[src/rtl/mem_port_arbiter.sv]
// Single-outstanding memory port arbiter for fetch, load and store-FIFO drain.
// Stores drain before loads, and fetch gets forced priority after FETCH_MAX_WAIT lost grants.
module mem_port_arbiter #(
  parameter int FETCH_MAX_WAIT = 4
) (
  input  logic        clk,
  input  logic        reset,
  input  logic [31:0] mem_fetch_addr,
  input  logic        mem_fetch_addr_en,
  output logic [31:0] mem_inst_in,
  output logic        mem_inst_valid,
  output logic        mem_inst_access_fault,
  input  logic [31:0] mem_data_addr,
  input  logic        mem_data_addr_valid,
  input  logic [1:0]  mem_data_size,
  output logic [31:0] mem_data_in,
  output logic        mem_data_valid,
  output logic        mem_data_access_fault,
  input  logic        sfifo_empty,
  input  logic [31:0] sfifo_addr,
  input  logic [31:0] sfifo_val,
  input  logic [1:0]  sfifo_size,
  output logic        sfifo_pop,
  output logic        store_fault,
  output logic [31:0] store_fault_addr,
  output logic [31:0] port_addr,
  output logic [31:0] port_wdata,
  output logic [1:0]  port_size,
  output logic        port_we,
  output logic        port_req,
  input  logic        port_ready,
  input  logic [31:0] port_rdata,
  input  logic        port_rvalid,
  input  logic        port_fault
);

  typedef enum logic [1:0] {IDLE, REQ, WAIT, RESP} state_t;
  typedef enum logic [1:0] {OWN_FETCH, OWN_LOAD, OWN_STORE} owner_t;

  localparam logic [3:0] MAX_WAIT = 4'(FETCH_MAX_WAIT);

  state_t      state, state_next;
  owner_t      owner, grant_owner;
  logic        grant;
  logic [3:0]  starve_cnt;
  logic [31:0] fetch_addr_q;
  logic        fetch_live;

  // A fetch response is only useful if the pipeline still wants the same address.
  assign fetch_live = mem_fetch_addr_en && (mem_fetch_addr == fetch_addr_q);

  always_ff @(posedge clk) begin
    if (reset) begin
      state <= IDLE;
      owner <= OWN_FETCH;
    end else begin
      state <= state_next;
      owner <= grant_owner;
    end
  end

  always_comb begin
    state_next  = state;
    grant       = 1'b0;
    grant_owner = owner;
    case (state)
      IDLE: begin
        if (mem_fetch_addr_en && (starve_cnt >= MAX_WAIT)) begin
          grant       = 1'b1;
          grant_owner = OWN_FETCH;
        end else if (!sfifo_empty) begin
          grant       = 1'b1;
          grant_owner = OWN_STORE;
        end else if (mem_data_addr_valid) begin
          grant       = 1'b1;
          grant_owner = OWN_LOAD;
        end else if (mem_fetch_addr_en) begin
          grant       = 1'b1;
          grant_owner = OWN_FETCH;
        end
        if (grant) state_next = REQ;
      end
      REQ:     if (port_ready)  state_next = WAIT;
      WAIT:    if (port_rvalid) state_next = RESP;
      RESP:    state_next = IDLE;
      default: state_next = IDLE;
    endcase
  end

  always_ff @(posedge clk) begin
    if (reset) begin
      port_addr             <= '0;
      port_wdata            <= '0;
      port_size             <= '0;
      port_we               <= 1'b0;
      port_req              <= 1'b0;
      fetch_addr_q          <= '0;
      starve_cnt            <= '0;
      mem_inst_in           <= '0;
      mem_inst_valid        <= 1'b0;
      mem_inst_access_fault <= 1'b0;
      mem_data_in           <= '0;
      mem_data_valid        <= 1'b0;
      mem_data_access_fault <= 1'b0;
      sfifo_pop             <= 1'b0;
      store_fault           <= 1'b0;
      store_fault_addr      <= '0;
    end else begin
      mem_inst_valid <= 1'b0;
      mem_data_valid <= 1'b0;
      sfifo_pop      <= 1'b0;
      store_fault    <= 1'b0;

      if (grant) begin
        port_req <= 1'b1;
        port_we  <= (grant_owner == OWN_STORE);
        case (grant_owner)
          OWN_STORE: begin
            port_addr  <= sfifo_addr;
            port_size  <= sfifo_size;
            port_wdata <= sfifo_val;
          end
          OWN_LOAD: begin
            port_addr  <= mem_data_addr;
            port_size  <= mem_data_size;
            port_wdata <= '0;
          end
          default: begin
            port_addr    <= mem_fetch_addr;
            port_size    <= 2'd2;
            port_wdata   <= '0;
            fetch_addr_q <= mem_fetch_addr;
          end
        endcase
        // Losing a grant only counts while fetch is actually asking.
        if ((grant_owner == OWN_FETCH) || !mem_fetch_addr_en)
          starve_cnt <= '0;
        else if (starve_cnt != 4'hF)
          starve_cnt <= starve_cnt + 4'd1;
      end

      if ((state == REQ) && port_ready)
        port_req <= 1'b0;

      if ((state == WAIT) && port_rvalid) begin
        case (owner)
          OWN_STORE: begin
            sfifo_pop <= 1'b1;
            if (port_fault) begin
              store_fault      <= 1'b1;
              store_fault_addr <= port_addr;
            end
          end
          OWN_LOAD: begin
            mem_data_valid        <= 1'b1;
            mem_data_in           <= port_rdata;
            mem_data_access_fault <= port_fault;
          end
          default: begin
            if (fetch_live) begin
              mem_inst_valid        <= 1'b1;
              mem_inst_in           <= port_rdata;
              mem_inst_access_fault <= port_fault;
            end
          end
        endcase
      end
    end
  end

endmodule

[config.mk]
export PLATFORM = sky130hd
export DESIGN_NAME = mem_port_arbiter
export DESIGN_NICKNAME = d
export VERILOG_FILES = /design/src/rtl/mem_port_arbiter.sv
export SDC_FILE = /design/constraint.sdc
export NUM_CORES = 1
export LEC_CHECK = 0
export CAP_MARGIN = 20
export CORE_MARGIN = 2
export CORE_UTILIZATION = 40
export DETAILED_ROUTE_END_ITERATION = 12
export PLACE_DENSITY = 0.87
export SLEW_MARGIN = 40
export SYNTH_ARGS = -nofsm -noshare
export SYNTH_HDL_FRONTEND = slang
export SYNTH_SLANG_ARGS = --single-unit
[constraint.sdc]
create_clock -name clk -period 2.52 [get_ports clk]
set_input_delay 0.756 -clock clk [delete_from_list [all_inputs] [get_ports clk]]
set_output_delay 0.756 -clock clk [all_outputs]
set_load 0.005 [all_outputs]
Yosys cells after proc, flatten, opt, wreduce, memory -nomap -nowiden
Cells that the tools add are included.
Storage, ports and cells
  register bits after elaboration: 210
  input bits: 172
  output and inout bits: 170
  word-level logic and storage cells: 81
Operators by class
  add/sub/neg operators: 1
  order comparisons: 1
  equal/unequal tests: 12
  multiplexer cells: 24
  bitwise logic cells: 4
  reductions and logical operators: 21
Operators with widths (count)
  case mux 32 bit (2 select lines): 1
  == test 32 bit: 1
  2-to-1 mux 32 bit: 1
  2-to-1 mux 2 bit: 8
  2-to-1 mux 1 bit: 10
  AND reduction 3 bit: 3
  == test 2 bit (second input constant): 4
  2-to-1 mux 4 bit: 2
  case mux 2 bit (4 select lines): 1
  OR reduction 2 bit: 4
  == test 2 x 1 -> 1 bit (second input constant): 3
  inequality test 2 bit (second input constant): 3
  AND reduction 2 bit: 3
  adder 4 x 1 -> 4 bit (second input constant): 1
  >= comparator 4 x 3 -> 1 bit (second input constant): 1
  logical AND 1 bit: 4
  logical NOT 2 bit: 2
  inequality test 4 bit (second input constant): 1
  inverter 1 bit: 4
  case mux 2 bit (2 select lines): 1
  OR reduction 4 bit: 1
  OR reduction 3 bit: 1
  nonzero test 2 bit: 1
  logical NOT 1 bit: 1
  logical OR 1 bit: 1

Longest topological paths before layout
  word-level depth: 9
  gate-level depth with buffers: 12
  mapped depth without buffers: 11

Worst setup path after synthesis
OpenSTA, ideal clock, no wires.
  path kind: input-to-reg
  from: input mem_fetch_addr_en
  to: register port_addr[22]
  library setup time: 0.070 ns
  arrival: 2.472 ns
  path slack: -0.022 ns
  stages on the path: 11
  buffers on the path: 2
  path through: nand2b_1 -> a21oi_1 -> a41oi_1 -> inv_1 -> ha_1 -> clkbuf_1 -> buf_1 -> nand2_1 -> o21ai_0 -> nand2_1 -> a21oi_1
On the way
  cells in the longest elaborated chain, start to end: 7
  elaborated cells on any way between the ends: 15
  classes of those cells: eq/ne: 2; mux: 12; reduce/logical: 1
Ends and longest elaborated chain
  start, declared: RTL line 9  | input logic mem_fetch_addr_en,
  2-to-1 mux 2 bit: RTL line 77  | end else if (mem_fetch_addr_en) begin
  2-to-1 mux 2 bit: RTL line 74  | end else if (mem_data_addr_valid) begin
  2-to-1 mux 2 bit: RTL line 71  | end else if (!sfifo_empty) begin
  2-to-1 mux 2 bit *: RTL line 68  | if (mem_fetch_addr_en && (starve_cnt >= MAX_WAIT)) begin
  2-to-1 mux 2 bit *: RTL line 66  | case (state)
  net grant_owner[0]: RTL line 43  | owner_t owner, grant_owner;
  == test 2 x 1 -> 1 bit / == test 2 bit (equally long branches): RTL line 117  | case (grant_owner)
  case mux 32 bit (2 select lines) *: RTL line 117
  end signal, assigned: RTL line 119  | port_addr <= sfifo_addr;
  end signal, assigned: RTL line 124  | port_addr <= mem_data_addr;
  end signal, assigned: RTL line 129  | port_addr <= mem_fetch_addr;
  end, declared: RTL line 26  | output logic [31:0] port_addr,
Mark *: on every way through the listed nets, which the timed path passes. The rest lies on a longest branch. The select of a mux whose other input is x is not followed.
A chain may end at the register's enable or synchronous reset.

Worst setup path in the final report
  from: input mem_fetch_addr[0]
  to: register mem_inst_in[27]
On the way
  cells in the longest elaborated chain, start to end: 3
Ends and longest elaborated chain
  start, declared: RTL line 8  | input logic [31:0] mem_fetch_addr,
  == test 32 bit: RTL line 50  | assign fetch_live = mem_fetch_addr_en && (mem_fetch_addr == fetch_addr_q);
  logical AND 1 bit: RTL line 50
  AND reduction 3 bit (no source line)
  end signal, assigned: RTL line 162  | mem_inst_in <= port_rdata;
  end, declared: RTL line 10  | output logic [31:0] mem_inst_in,
Every way passes these cells.

==> results_dict.tcl <==
set metrics [dict create \
    rrSetupSlack_ns 0.23 \
    power_mw 12.6 \
    die_w_um 152 \
    setup_ws_ns 0.128 \
    avgSynthCellArea_sq_um 8.01 \
    cts_max_level 1 \
    path_max_fanout 17 \
    min_to "port_wdata[15]$_SDFFE_PP0P_" \
    ys_seq_elements 210 \
    vias 9099 \
    grt_max_degree 57 \
    p_per_area_nw_per_um2 907 \
    dp_hpwl_um 22000 \
    nets 1645 \
    yosysWarnings 0 \
    hold_viol 0 \
    ant_nets 0 \
    cts_tree "built" \
    placed_area_sq_um 13000 \
    postLayoutCoreUtil 0.642 \
    syn_area_sq_um 8800 \
    synth_seq_area_share 0.478 \
    p_sw_mw 4.40 \
    relSlewSlack 0.713 \
    cts_hold_buf 0 \
    worstMarginPinSlew_ns 0.430 \
    synth_cell_type_count 39 \
    io-pin-count 342 \
    critPathArrivalTime_ns 2.82 \
    syn2layout_area_growth_pct 58.2 \
    path_clk_slew_ns 0.06 \
    end_kind "flip-flop" \
    synth_edf_count 0 \
    core_area_sq_um 21700 \
    die_area_sq_um 23200 \
    period_needed_ns 2.39 \
    internal_power_mw 8.22 \
    io_buffers 341 \
    clk_latency_ns 0.52 \
    crit_path_start_kind "input pin" \
    pwr-share-comb 0.391 \
    first_pass_iters 5 \
    worstRegToRegCells 11 \
    finalCritPeriodShare 0.949 \
    antenna_cells 0 \
    worstHoldPathType "flip-flop to flip-flop" \
    start_util 0.406 \
    gp_congestion 0.893 \
    switching_share 0.348 \
    setup_viol_count_final 0 \
    power_frac_clock 0.275 \
    place_inst 1712 \
    antenna_found_initial 0 \
    irDropWorstVdd_uv 657 \
    seqPwrFrac 0.334 \
    yosys_most_used_dff "dfxtp_1" \
    pre_cts_ws_ns -0.604 \
    reg2reg_from "state[0]$_SDFFE_PP0P_" \
    p_leak_nw 5.01 \
    hold_slack_ns 0.448 \
    slew_viol_final 0 \
    clock-sinks 210 \
    hp-start "port_wdata[15]$_SDFFE_PP0P_" \
    grtUsageTotal 0.247 \
    worst_clock_skew_ns 0.0214 \
    clock_path_buffers 3 \
    syn_inst 1098 \
    timing.rr.end "port_addr[22]$_SDFFE_PP0P_" \
    cts_made_buffers 24 \
    via_per_inst 5.17 \
    wire_per_inst_um 17.2 \
    row_count 54 \
    gr-total-overflow 0 \
    hold_depth 2 \
    final_cell_area_sq_um 13900 \
    syn_nets 1280 \
    crit_type "input pin to flip-flop" \
    async_reset_ff_frac 0 \
    required_ns 2.95 \
    die_h_um 152 \
    cts-root-buf "clkbuf_16" \
    final_cell_count_no_fill 1760 \
    max_freq_mhz 418 \
    finalSetupTns_ns 0 \
    maxCapViolations 0 \
    grt_pass1_wl_um 46800 \
    drt-initial-drc-count 492 \
    wl_um 30200 \
    drive_above_1_share 0.0953 \
    status "finished, final reports clean" \
    drc_errors 0 \
    n_fill_cell 1708 \
    grt_pass1_vias 8873 \
]
[logic make-up (layout without fill, tap and decap cells)]
family                   after synthesis  after routing  share of synthesized area
AND/OR/NAND/NOR                      471            471                      0.238
adder cells (fa/ha/maj)               10             10                     0.0142
buffers and inverters                 93            475                     0.0464
AO/OA/AOI/OAI                        248            248                      0.153
flip-flops                           210            210                      0.478
XOR/XNOR                              32             32                     0.0318
multiplexers                          34             34                     0.0387
[per-layer routing]
| metal | vias to the layer above | wire [um] | track usage |
|---|---|---|---|
| met2 | 401 | 14400 | 0.428 |
| met5 | - | 0 | 0 |
| li1 | 4384 | - | - |
| met4 | 0 | 1170 | 0.0943 |
| met3 | 77 | 2150 | 0.0427 |
| met1 | 4237 | 12500 | 0.306 |
[worst max-delay path: stages]
cell and delay (ns):
clkdlybuf4s50_1 0.54, xnor2_1 0.17, nand4_1 0.18, nor4_1 0.28
nor4b_4 0.26, buf_6 0.18, buf_12 0.19, mux2i_2 0.25
[synthesized netlist by cell type (3+ instances only)]
master	number	share of area
nand2b_1	68	0.048
mux2i_1	34	0.039
dfxtp_1	210	0.48
buf_1	10	0.0043
a211oi_1	3	0.0026
nand4_1	6	0.0043
buf_12	3	0.0068
o21ai_0	35	0.020
nand2_1	329	0.14
nor2_1	14	0.0060
a22oi_1	33	0.028
nand3_1	34	0.019
xnor2_1	18	0.018
nor2b_1	3	0.0021
xor2_1	14	0.014
a21oi_1	169	0.096
clkbuf_1	70	0.030
inv_1	7	0.0030
nor4_2	3	0.0043
ha_1	10	0.014
[sequential cells by signal, summed over array words and instances, names as in the netlist, 2 cells and up]
register	flops
mem_inst_in	32
state	2
fetch_addr_q	32
store_fault_addr	32
port_size	2
port_wdata	32
mem_data_in	32
starve_cnt	4
owner	2
port_addr	32
[power by group through the flow]
stage | combinational (mW) | sequential, mW | clock [mW]
global route | 5.34 | 4.27 | 3.67
floorplan | 2.41 | 4.20 | 0
CTS | 4.87 | 4.21 | 3.54
global placement | 4.72 | 4.25 | 0
finish | 4.93 | 4.22 | 3.47
detailed placement | 4.82 | 4.28 | 0
[area by class of cell]
class	count	area [sq um]	share of cell area
clock buffers	32	712	0.0512
clock inverters	11	87.6	0.00629
inverters	7	26.3	0.00189
multi-input cells	795	4240	0.304
flip-flops and latches	210	4200	0.302
well taps	280	350	0.0252
repair buffers	425	4300	0.309
[cells in the final DEF (no fill, tap or decap), drive strengths merged, types with 18 or more instances in the layout]
cell type and n:
nand2 329, a21oi 169, a22oi 33, xnor2 18, buf 85, o21ai 37
mux2i 34, nand2b 68, nand3 34, dfxtp 210, clkdlybuf4s50 339, clkbuf 32
[worst max-delay path by stage]
stage,to,cells past startpoint,startpoint
floorplan,port_addr[24]$_SDFFE_PP0P_,11,mem_fetch_addr_en
global placement,port_addr[18]$_SDFFE_PP0P_,11,mem_fetch_addr_en
detailed placement,mem_inst_in[27]$_SDFFE_PP0P_,8,mem_fetch_addr_en
CTS,port_addr[22]$_SDFFE_PP0P_,11,mem_fetch_addr_en
global route,mem_inst_in[27]$_SDFFE_PP0P_,8,mem_fetch_addr[29]
finish,mem_inst_in[27]$_SDFFE_PP0P_,8,mem_fetch_addr[0]
[timing repair]
item | 4_1_cts | 5_1_grt
setup buffers | 1 | 3
pin swaps | 1 | 2
endpoints found under the setup margin | 6 | 72
gates cloned | 1 | 0
resized for setup | 2 | 6
(Power assumes the default switching activity.)
